==> src/rtl/rf_spill_stack_if.sv <==
`default_nettype none
// ============================================================================
// Module      : rf_spill_stack_if
// Description : Spill/fill bus between the windowed register file (master)
//               and its LIFO backing store (slave).
// Revision    : 1.0 - initial release
// ============================================================================
interface rf_spill_stack_if #(
   parameter int NBITS = 64,
   parameter int CNT_W = 4
);
   logic             enable;
   logic             spill_req;
   logic             fill_req;
   logic [NBITS-1:0] spill_data;
   logic             spill_valid;
   logic [NBITS-1:0] fill_data;
   logic             fill_valid;
   logic             busy;
   logic             done;
   logic             full;
   logic             empty;
   logic             overflow_err;
   logic             underflow_err;
   logic [CNT_W-1:0] win_count;

   // Register-file side: issues requests and streams spill words
   modport master (
      output enable, spill_req, fill_req, spill_data, spill_valid,
      input  fill_data, fill_valid, busy, done, full, empty,
             overflow_err, underflow_err, win_count
   );

   // Backing-store side
   modport slave (
      input  enable, spill_req, fill_req, spill_data, spill_valid,
      output fill_data, fill_valid, busy, done, full, empty,
             overflow_err, underflow_err, win_count
   );
endinterface
`default_nettype wire

==> src/rtl/rf_spill_stack.sv <==
`default_nettype none
// ============================================================================
// Module      : rf_spill_stack
// Description : LIFO backing store for the windowed register file. A spill
//               pushes one window (2*N words) streamed from the RF; a fill
//               pops the most recent window back, last word first.
// Revision    : 1.0 - initial release
// ============================================================================
module rf_spill_stack #(
   parameter int NBITS     = 64,
   parameter int N         = 3,
   parameter int DEPTH_WIN = 8
) (
   input  wire              clk,
   input  wire              rst,
   rf_spill_stack_if.slave  bus
);

   localparam int WORDS  = DEPTH_WIN * 2 * N;
   localparam int PTR_W  = $clog2(WORDS + 1);
   localparam int CNT_W  = $clog2(DEPTH_WIN + 1);
   localparam int BEAT_W = (2 * N > 1) ? $clog2(2 * N) : 1;

   localparam logic [BEAT_W-1:0] c_LAST_BEAT = BEAT_W'(2 * N - 1);
   localparam logic [CNT_W-1:0]  c_MAX_WIN   = CNT_W'(DEPTH_WIN);

   typedef enum logic [1:0] {
      S_IDLE  = 2'd0,
      S_SPILL = 2'd1,
      S_FILL  = 2'd2
   } state_t;

   state_t             state_q, state_d;
   logic [PTR_W-1:0]   sp_q, sp_d;
   logic [BEAT_W-1:0]  beat_q, beat_d;
   logic [CNT_W-1:0]   win_cnt_q, win_cnt_d;
   logic [NBITS-1:0]   fill_data_q, fill_data_d;
   logic               fill_valid_q, fill_valid_d;
   logic               done_q, done_d;
   logic               ovf_q, ovf_d;
   logic               unf_q, unf_d;

   logic [NBITS-1:0]   mem_q [0:WORDS-1];
   logic               w_mem_we;
   logic               w_full;
   logic               w_empty;
   logic [PTR_W-1:0]   w_rd_ptr;

   assign w_full   = (win_cnt_q == c_MAX_WIN);
   assign w_empty  = (win_cnt_q == '0);
   // Top of stack sits one below the next free slot
   assign w_rd_ptr = sp_q - PTR_W'(1);

   // Next-state logic: hold everything by default, pulses default low
   always_comb begin
      state_d      = state_q;
      sp_d         = sp_q;
      beat_d       = beat_q;
      win_cnt_d    = win_cnt_q;
      fill_data_d  = fill_data_q;
      fill_valid_d = 1'b0;
      done_d       = 1'b0;
      ovf_d        = 1'b0;
      unf_d        = 1'b0;
      w_mem_we     = 1'b0;

      if (bus.enable) begin
         unique case (state_q)
            S_IDLE: begin
               // Spill wins over a simultaneous fill; the fill is dropped
               if (bus.spill_req) begin
                  if (!w_full) begin
                     state_d = S_SPILL;
                     beat_d  = '0;
                  end else begin
                     ovf_d = 1'b1;
                  end
               end else if (bus.fill_req) begin
                  if (!w_empty) begin
                     state_d = S_FILL;
                     beat_d  = '0;
                  end else begin
                     unf_d = 1'b1;
                  end
               end
            end

            S_SPILL: begin
               // Absent spill_valid simply stalls; there is no timeout
               if (bus.spill_valid) begin
                  w_mem_we = 1'b1;
                  sp_d     = sp_q + PTR_W'(1);
                  beat_d   = beat_q + BEAT_W'(1);
                  if (beat_q == c_LAST_BEAT) begin
                     state_d   = S_IDLE;
                     beat_d    = '0;
                     win_cnt_d = win_cnt_q + CNT_W'(1);
                     done_d    = 1'b1;
                  end
               end
            end

            S_FILL: begin
               fill_data_d  = mem_q[w_rd_ptr];
               fill_valid_d = 1'b1;
               sp_d         = w_rd_ptr;
               beat_d       = beat_q + BEAT_W'(1);
               // done lands on the same cycle as the last returned word
               if (beat_q == c_LAST_BEAT) begin
                  state_d   = S_IDLE;
                  beat_d    = '0;
                  win_cnt_d = win_cnt_q - CNT_W'(1);
                  done_d    = 1'b1;
               end
            end

            default: begin
               state_d = S_IDLE;
            end
         endcase
      end
   end

   // State, pointer and output registers; reset discards all stored windows
   always_ff @(posedge clk) begin
      if (rst) begin
         state_q      <= S_IDLE;
         sp_q         <= '0;
         beat_q       <= '0;
         win_cnt_q    <= '0;
         fill_data_q  <= '0;
         fill_valid_q <= 1'b0;
         done_q       <= 1'b0;
         ovf_q        <= 1'b0;
         unf_q        <= 1'b0;
      end else begin
         state_q      <= state_d;
         sp_q         <= sp_d;
         beat_q       <= beat_d;
         win_cnt_q    <= win_cnt_d;
         fill_data_q  <= fill_data_d;
         fill_valid_q <= fill_valid_d;
         done_q       <= done_d;
         ovf_q        <= ovf_d;
         unf_q        <= unf_d;
      end
   end

   // Stack storage; contents deliberately survive reset
   always_ff @(posedge clk) begin
      if (!rst && w_mem_we) begin
         mem_q[sp_q] <= bus.spill_data;
      end
   end

   assign bus.fill_data     = fill_data_q;
   assign bus.fill_valid    = fill_valid_q;
   assign bus.busy          = (state_q != S_IDLE);
   assign bus.done          = done_q;
   assign bus.full          = w_full;
   assign bus.empty         = w_empty;
   assign bus.overflow_err  = ovf_q;
   assign bus.underflow_err = unf_q;
   assign bus.win_count     = win_cnt_q;

endmodule
`default_nettype wire

==> src/flat_wrapper.sv <==
// flat-port wrapper written by rule: the top's interface ports become plain ports
module rf_spill_stack_flat 
#(
   parameter int NBITS     = 64,
   parameter int N         = 3,
   parameter int DEPTH_WIN = 8
)
  (clk, rst, bus_enable, bus_spill_req, bus_fill_req, bus_spill_data, bus_spill_valid, bus_fill_data, bus_fill_valid, bus_busy, bus_done, bus_full, bus_empty, bus_overflow_err, bus_underflow_err, bus_win_count);
  rf_spill_stack_if #(.NBITS(NBITS), .CNT_W((4))) bus_i ();
  input  wire clk;
  input  wire rst;
  input wire logic [$bits(bus_i.enable)-1:0] bus_enable;
  input wire logic [$bits(bus_i.spill_req)-1:0] bus_spill_req;
  input wire logic [$bits(bus_i.fill_req)-1:0] bus_fill_req;
  input wire logic [$bits(bus_i.spill_data)-1:0] bus_spill_data;
  input wire logic [$bits(bus_i.spill_valid)-1:0] bus_spill_valid;
  output wire logic [$bits(bus_i.fill_data)-1:0] bus_fill_data;
  output wire logic [$bits(bus_i.fill_valid)-1:0] bus_fill_valid;
  output wire logic [$bits(bus_i.busy)-1:0] bus_busy;
  output wire logic [$bits(bus_i.done)-1:0] bus_done;
  output wire logic [$bits(bus_i.full)-1:0] bus_full;
  output wire logic [$bits(bus_i.empty)-1:0] bus_empty;
  output wire logic [$bits(bus_i.overflow_err)-1:0] bus_overflow_err;
  output wire logic [$bits(bus_i.underflow_err)-1:0] bus_underflow_err;
  output wire logic [$bits(bus_i.win_count)-1:0] bus_win_count;
  assign bus_i.enable = bus_enable;
  assign bus_i.spill_req = bus_spill_req;
  assign bus_i.fill_req = bus_fill_req;
  assign bus_i.spill_data = bus_spill_data;
  assign bus_i.spill_valid = bus_spill_valid;
  assign bus_fill_data = bus_i.fill_data;
  assign bus_fill_valid = bus_i.fill_valid;
  assign bus_busy = bus_i.busy;
  assign bus_done = bus_i.done;
  assign bus_full = bus_i.full;
  assign bus_empty = bus_i.empty;
  assign bus_overflow_err = bus_i.overflow_err;
  assign bus_underflow_err = bus_i.underflow_err;
  assign bus_win_count = bus_i.win_count;
  rf_spill_stack #(.NBITS(NBITS), .N(N), .DEPTH_WIN(DEPTH_WIN)) u_core (.clk(clk), .rst(rst), .bus(bus_i));
endmodule
==> config.mk <==
export PLATFORM = sky130hd
export DESIGN_NAME = rf_spill_stack_flat
export DESIGN_NICKNAME = d
export VERILOG_FILES = /design/src/rtl/rf_spill_stack_if.sv /design/src/rtl/rf_spill_stack.sv /design/src/flat_wrapper.sv
export SDC_FILE = /design/constraint.sdc
export NUM_CORES = 2
export LEC_CHECK = 0
export ABC_CLOCK_PERIOD_IN_PS = 12800
export CAP_MARGIN = 0
export CELL_PAD_IN_SITES_DETAIL_PLACEMENT = 0
export CELL_PAD_IN_SITES_GLOBAL_PLACEMENT = 1
export CORE_MARGIN = 2
export CORE_UTILIZATION = 56
export CTS_CLUSTER_DIAMETER = 150
export CTS_CLUSTER_SIZE = 30
export DETAILED_ROUTE_END_ITERATION = 8
export HOLD_SLACK_MARGIN = 0.02
export PLACE_DENSITY_LB_ADDON = 0.12
export REMOVE_ABC_BUFFERS = 1
export SETUP_SLACK_MARGIN = 0.3
export SLEW_MARGIN = 15
export SYNTH_ARGS = -nofsm -noshare
export SYNTH_HDL_FRONTEND = slang
export SYNTH_SLANG_ARGS = --single-unit
==> constraint.sdc <==
create_clock -name clk -period 12.8 [get_ports clk]
set_clock_uncertainty 0.2 [all_clocks]
set_input_delay 1.28 -clock clk [delete_from_list [all_inputs] [get_ports clk]]
set_output_delay 1.28 -clock clk [all_outputs]
set_load 0.01 [all_outputs]
# Yosys cells after proc, flatten, opt, wreduce, memory -nomap -nowiden
# Memories as Yosys holds them, arrays and structs flattened. A register that Yosys moved wholly into a read port is not among the register bits.
# Index checks and enable logic that the tools add are counted.
# W data, S select, Z words.
[totals]
reg_bits = 19
ram_bits = 3072
inputBits = 70
out_inout_bits = 75
word_cells = 74
memories = 1
[mem_list]
columns = ["memory", "depth", "word_bits", "read_ports", "rd_clocked_by_memory_dff", "write_ports", "line_no", "text"]
rows = [
  ["u_core.mem_q", 48, 64, 1, 1, 1, "rf_spill_stack.sv:43", "logic [NBITS-1:0] mem_q [0:WORDS-1];"],
]
[classes]
n_addsub = 5
eq_ne = 10
mux = 31
bitwise_logic = 4
n_reduce_logical = 15
[ops]
columns = ["cell", "n"]
rows = [
  ["$mux W3", 6],
  ["$mux W2", 6],
  ["$mux W4", 3],
  ["$pmux W6 S2", 1],
  ["$mux W1", 10],
  ["$reduce_and A5 Y1", 2],
  ["$ne A3 B3 Y1 const B", 3],
  ["$pmux W3 S3", 1],
  ["$pmux W4 S2", 1],
  ["$add A6 B1 Y6 const B", 1],
  ["$mux W6", 1],
  ["$pmux W2 S3", 1],
  ["$reduce_and A6 Y1", 1],
  ["$sub A6 B1 Y6 const B", 1],
  ["$reduce_or A5 Y1", 1],
  ["$add A4 B1 Y4 const B", 1],
  ["$eq A4 B4 Y1 const B", 1],
  ["$logic_not A4 Y1", 1],
  ["$ne A2 B1 Y1 const B", 2],
  ["$not A1 Y1", 4],
  ["$reduce_bool A2 Y1", 2],
  ["$reduce_or A4 Y1", 1],
  ["$sub A4 B1 Y4 const B", 1],
  ["$add A3 B1 Y3 const B", 1],
  ["12 further kinds", 12],
]

# Longest topological paths before layout
[depth]
word_depth = 6
ltp_mapped = 15
depth_no_buf = 8

# Worst setup path before layout
# OpenSTA, ideal clock, no wires.
[synth_path]
kind = "in2reg"
startpoint = "input port rst"
endpoint = "memory u_core.mem_q[47][0] (enable)"
setup_time_ps = 487
t_arrival_ps = 4937
required_time_ps = 12113
slack_ps = 7176
stages = 6
n_path_buf = 1
path_cell_list = "clkbuf_1 -> nor2b_1 -> nand3_1 -> nor2_1 -> nand3_1 -> nor2_1"
[synth_via]
elab_chain_len = 4
[synth_lines]
columns = ["element", "line_no", "text"]
rows = [
  ["start, declared", "flat_wrapper.sv:11", "input wire rst;"],
  ["$logic_not A1 Y1", "rf_spill_stack.sv:151", "if (!rst && w_mem_we) begin"],
  ["$logic_and A1 B1 Y1", "rf_spill_stack.sv:151", ""],
  ["$mux W1", "rf_spill_stack.sv:151", ""],
  ["$mux W1 (implied by the code)", "rf_spill_stack.sv:152", "mem_q[sp_q] <= bus.spill_data;"],
  ["end, declared", "rf_spill_stack.sv:43", ""],
]
# No other way between the ends.

# Worst setup path after layout
[layout_path]
startpoint = "register u_core.sp_q[0]"
endpoint = "register u_core.fill_data_q[49] (netlist: u_core.bus.fill_data[49]), read port of u_core.mem_q"
[layout_via]
elab_chain_len = 1
[layout_lines]
columns = ["element", "line_no", "text"]
rows = [
  ["start, declared", "rf_spill_stack.sv:34", "logic [PTR_W-1:0] sp_q, sp_d;"],
  ["start signal, assigned", "rf_spill_stack.sv:138", "sp_q <= sp_d;"],
  ["$sub A6 B1 Y6", "rf_spill_stack.sv:52", "assign w_rd_ptr = sp_q - PTR_W'(1);"],
  ["end, declared", "rf_spill_stack.sv:37", "logic [NBITS-1:0] fill_data_q, fill_data_d;"],
]
# No other way between the ends.
# A chain may end at the register's enable or synchronous reset.

==> metrics <==
CP Cell Sequence buf_4, buf_4, buf_4, buf_4, buf_4, mux4_2, nand2_1, a21oi_1, nor3_1, o32ai_1; Initial Util 0.563; Final WS setup 6.69 ns; hold path endpoint u_core.state_q[0]$_SDFFE_PP0P_; Ys Warns 0; CP startpoint kind flop; FF-to-FF path depth 10; Routed WL 321,000 microns; TritonCTS clock tree built; final slew viol count 0; Hold-fix buffers, CTS 0; async set-or-reset flop fraction in the synthesized netlist 0; Worst R2R Setup Slack 6.69 ns; commonest non-fill, non-tap cell in the layout edfxtp_1; Hold Crit Class reg -> reg; maximum clock frequency 164 MHz; FP Rows 170; max-cap violations 0; Pint 13.9 mW; critical path startpoint u_core.sp_q[0]$_SDFFE_PP0P_; Synth Flop Type edfxtp_1; CP required 13.31 ns; Clock Tree Root clkbuf_16; Post-route DRC 0; Switching Power 4.42 mW; CP max FO 39; Netlist cell types 63; Num CTS Buffers 115; measured slew at the worst slew-check pin 1.29 ns; syn_area_per_cell 19.7 sq um; Seq cells post-synth 3,155; Pleak 39.2 nW; Core Footprint 214,000 sq um; Worst Setup Slack post-DPL 6.37 ns; Final setup viols 0; # fillers 15.4k; Area Growth Syn to Fin 7.50%; Min-Delay Path Depth 2; dpl hpwl 169,000 microns; Power per Cell Area 141 nW/um^2; global route overflow 0; cell count after synthesis 6,133; first-iteration detailed-routing DRC count 8,694; Pre-Repair DR Iteration Count 5; commonest non-fill, non-tap cells in the layout edfxtp_1 (3,072), nand2_1 (924), mux4_2 (670); Max clock buf depth 3; Die X 468 microns; vias in the first global route 59.9k; # IOs 145; status completed; reg2reg start u_core.sp_q[0]$_SDFFE_PP0P_; Die Area 219,000 sq um; relative slew slack 0.136; post-route minimum period 6.11 ns; number of synthesized flops with an enable pin 3,072; pin count of the biggest net entering global routing 146; RSZ-0062 raised after global routing false; clk_lat worst skew 0.84 ns; Via Count 61.3k; antenna viol nets, final 0; CP max stage cell buf_4; reg2reg end u_core.bus.fill_data[49]$_SDFFE_PP0P_; chip height 468 microns; initial antenna violation count 11; clock sinks 3,155; final count of hold timing violations 0; Final Cycle Share 0.477; Layout Utilization 0.605; Setup TNS 0 ns; Reg power frac 0.619; CP Class reg -> reg; post_cts resized 0; hold_ws 0.313 ns; clock power share 0.261; GR Util All Layers 0.294; IO buf count 144; crit path DAT 6.62 ns; RePlAce Congestion 0.804; total power 18.3 mW; routed len/inst 34.9 microns; CP peak stage delay 0.75 ns; nets@finish 6,321; sequential fraction of the synthesis area 0.778; Clk pin slew, worst setup/hold paths 0.12 ns; post-CTS setup buffers 0; first-pass GRT wire length 453,000 microns; critical path endpoint category flop; worst hold start u_core.state_q[0]$_SDFFE_PP0P_; Most common cell on crit path buf_4; sw frac 0.241; H-tree levels 3; Post-Synthesis Cell Area 121,000 sq um; worst vdd ir 131 uV; Via density 6.68; share of cells above drive strength 1 0.178; Combinational Power Share 0.120
-- Yosys cell counts, types with 26 or more instances --
| master | n | area [sq um] |
|---|---|---|
| a21oi_1 | 123 | 616 |
| a31oi_1 | 76 | 475 |
| a32o_1 | 35 | 350 |
| a32oi_1 | 26 | 228 |
| and3_1 | 54 | 338 |
| buf_1 | 36 | 135 |
| buf_2 | 84 | 420 |
| clkbuf_1 | 233 | 875 |
| dfxtp_1 | 83 | 1660 |
| edfxtp_1 | 3072 | 92200 |
| mux2i_1 | 70 | 701 |
| mux4_2 | 670 | 15100 |
| nand2_1 | 926 | 3480 |
| nand3_1 | 165 | 826 |
| nor2_1 | 140 | 526 |
| nor3_1 | 60 | 300 |
| o32ai_1 | 29 | 254 |
-- per-layer routing --
layer | up-vias | routed length (microns) | global-route usage
li1 | 24800 | - | -
met1 | 33100 | 129000 | 0.431
met2 | 3074 | 158000 | 0.480
met3 | 375 | 26000 | 0.0353
met4 | 4 | 8190 | 0.0701
met5 | - | 27 | 0
-- state kept, by name, summed over array words and instances, names as in the netlist --
name	count
u_core.state_q	2
u_core.beat_q	3
u_core.sp_q	6
u_core.mem_q	3072
u_core.bus.done	1
u_core.bus.fill_valid	1
u_core.bus.fill_data	64
u_core.bus.win_count	4
u_core.bus.overflow_err	1
u_core.bus.underflow_err	1
-- cell families (layout without fill, tap and decap cells) --
logic type                 after synthesis  after routing  synth area share
other                                    0              8                 0
adders and majority gates                9              9          0.000933
muxes                                  740            740             0.131
and+or+nand+nor                       1395           1395            0.0484
AOI/OAI and AO/OA                      450            450            0.0277
DFF                                   3155           3155             0.778
buffers and inverters                  371            580            0.0128
xor gates and xnor gates                13             13          0.000944
-- cell type report --
cell class / instances / area (sq um) / area share
flip-flops and latches: 3155 / 93900 / 0.724
clock buffers: 212 / 3310 / 0.0255
well taps: 2838 / 3550 / 0.0274
clock inverters: 5 / 87.6 / 0.000675
multi-input cells: 2607 / 25700 / 0.198
diodes: 8 / 20.0 / 0.000154
inverters: 10 / 37.5 / 0.000289
repair buffers: 353 / 3070 / 0.0237
-- metrics by stage --
stage               cells  instance area [sq um]
finish               9188                 130000
detailed placement   8961                 126000
global route         9186                 130000
global placement     8961                 126000
floorplan            5772                 119000
CTS                  9178                 130000
-- how the worst max path moves through the flow --
| stage | cells past startpoint | to |
|---|---|---|
| floorplan | 7 | u_core.bus.fill_data[0]$_SDFFE_PP0P_ |
| global placement | 10 | u_core.bus.fill_data[49]$_SDFFE_PP0P_ |
| detailed placement | 10 | u_core.bus.fill_data[49]$_SDFFE_PP0P_ |
| CTS | 10 | u_core.bus.fill_data[49]$_SDFFE_PP0P_ |
| global route | 10 | u_core.bus.fill_data[49]$_SDFFE_PP0P_ |
| finish | 10 | u_core.bus.fill_data[49]$_SDFFE_PP0P_ |
-- power groups by stage --
stage	Combinational, mW	Clock, mW	Sequential [mW]
2_1_floorplan	2.76	0	11.7
3_3_place_gp	2.18	0	11.6
3_5_place_dp	2.20	0	11.6
4_1_cts	2.20	4.84	11.3
5_1_grt	2.34	5.14	11.4
6_report	2.20	4.78	11.3
-- worst max-delay path, delay by kind of cell (launching register included) --
family,cells,cell delay [ns]
compound gates,2,0.23
buf+inv,5,3.54
flops,1,0.73
mux,1,0.59
simple gates,2,0.50
Note: power is estimated with default switching activity, not from simulation.
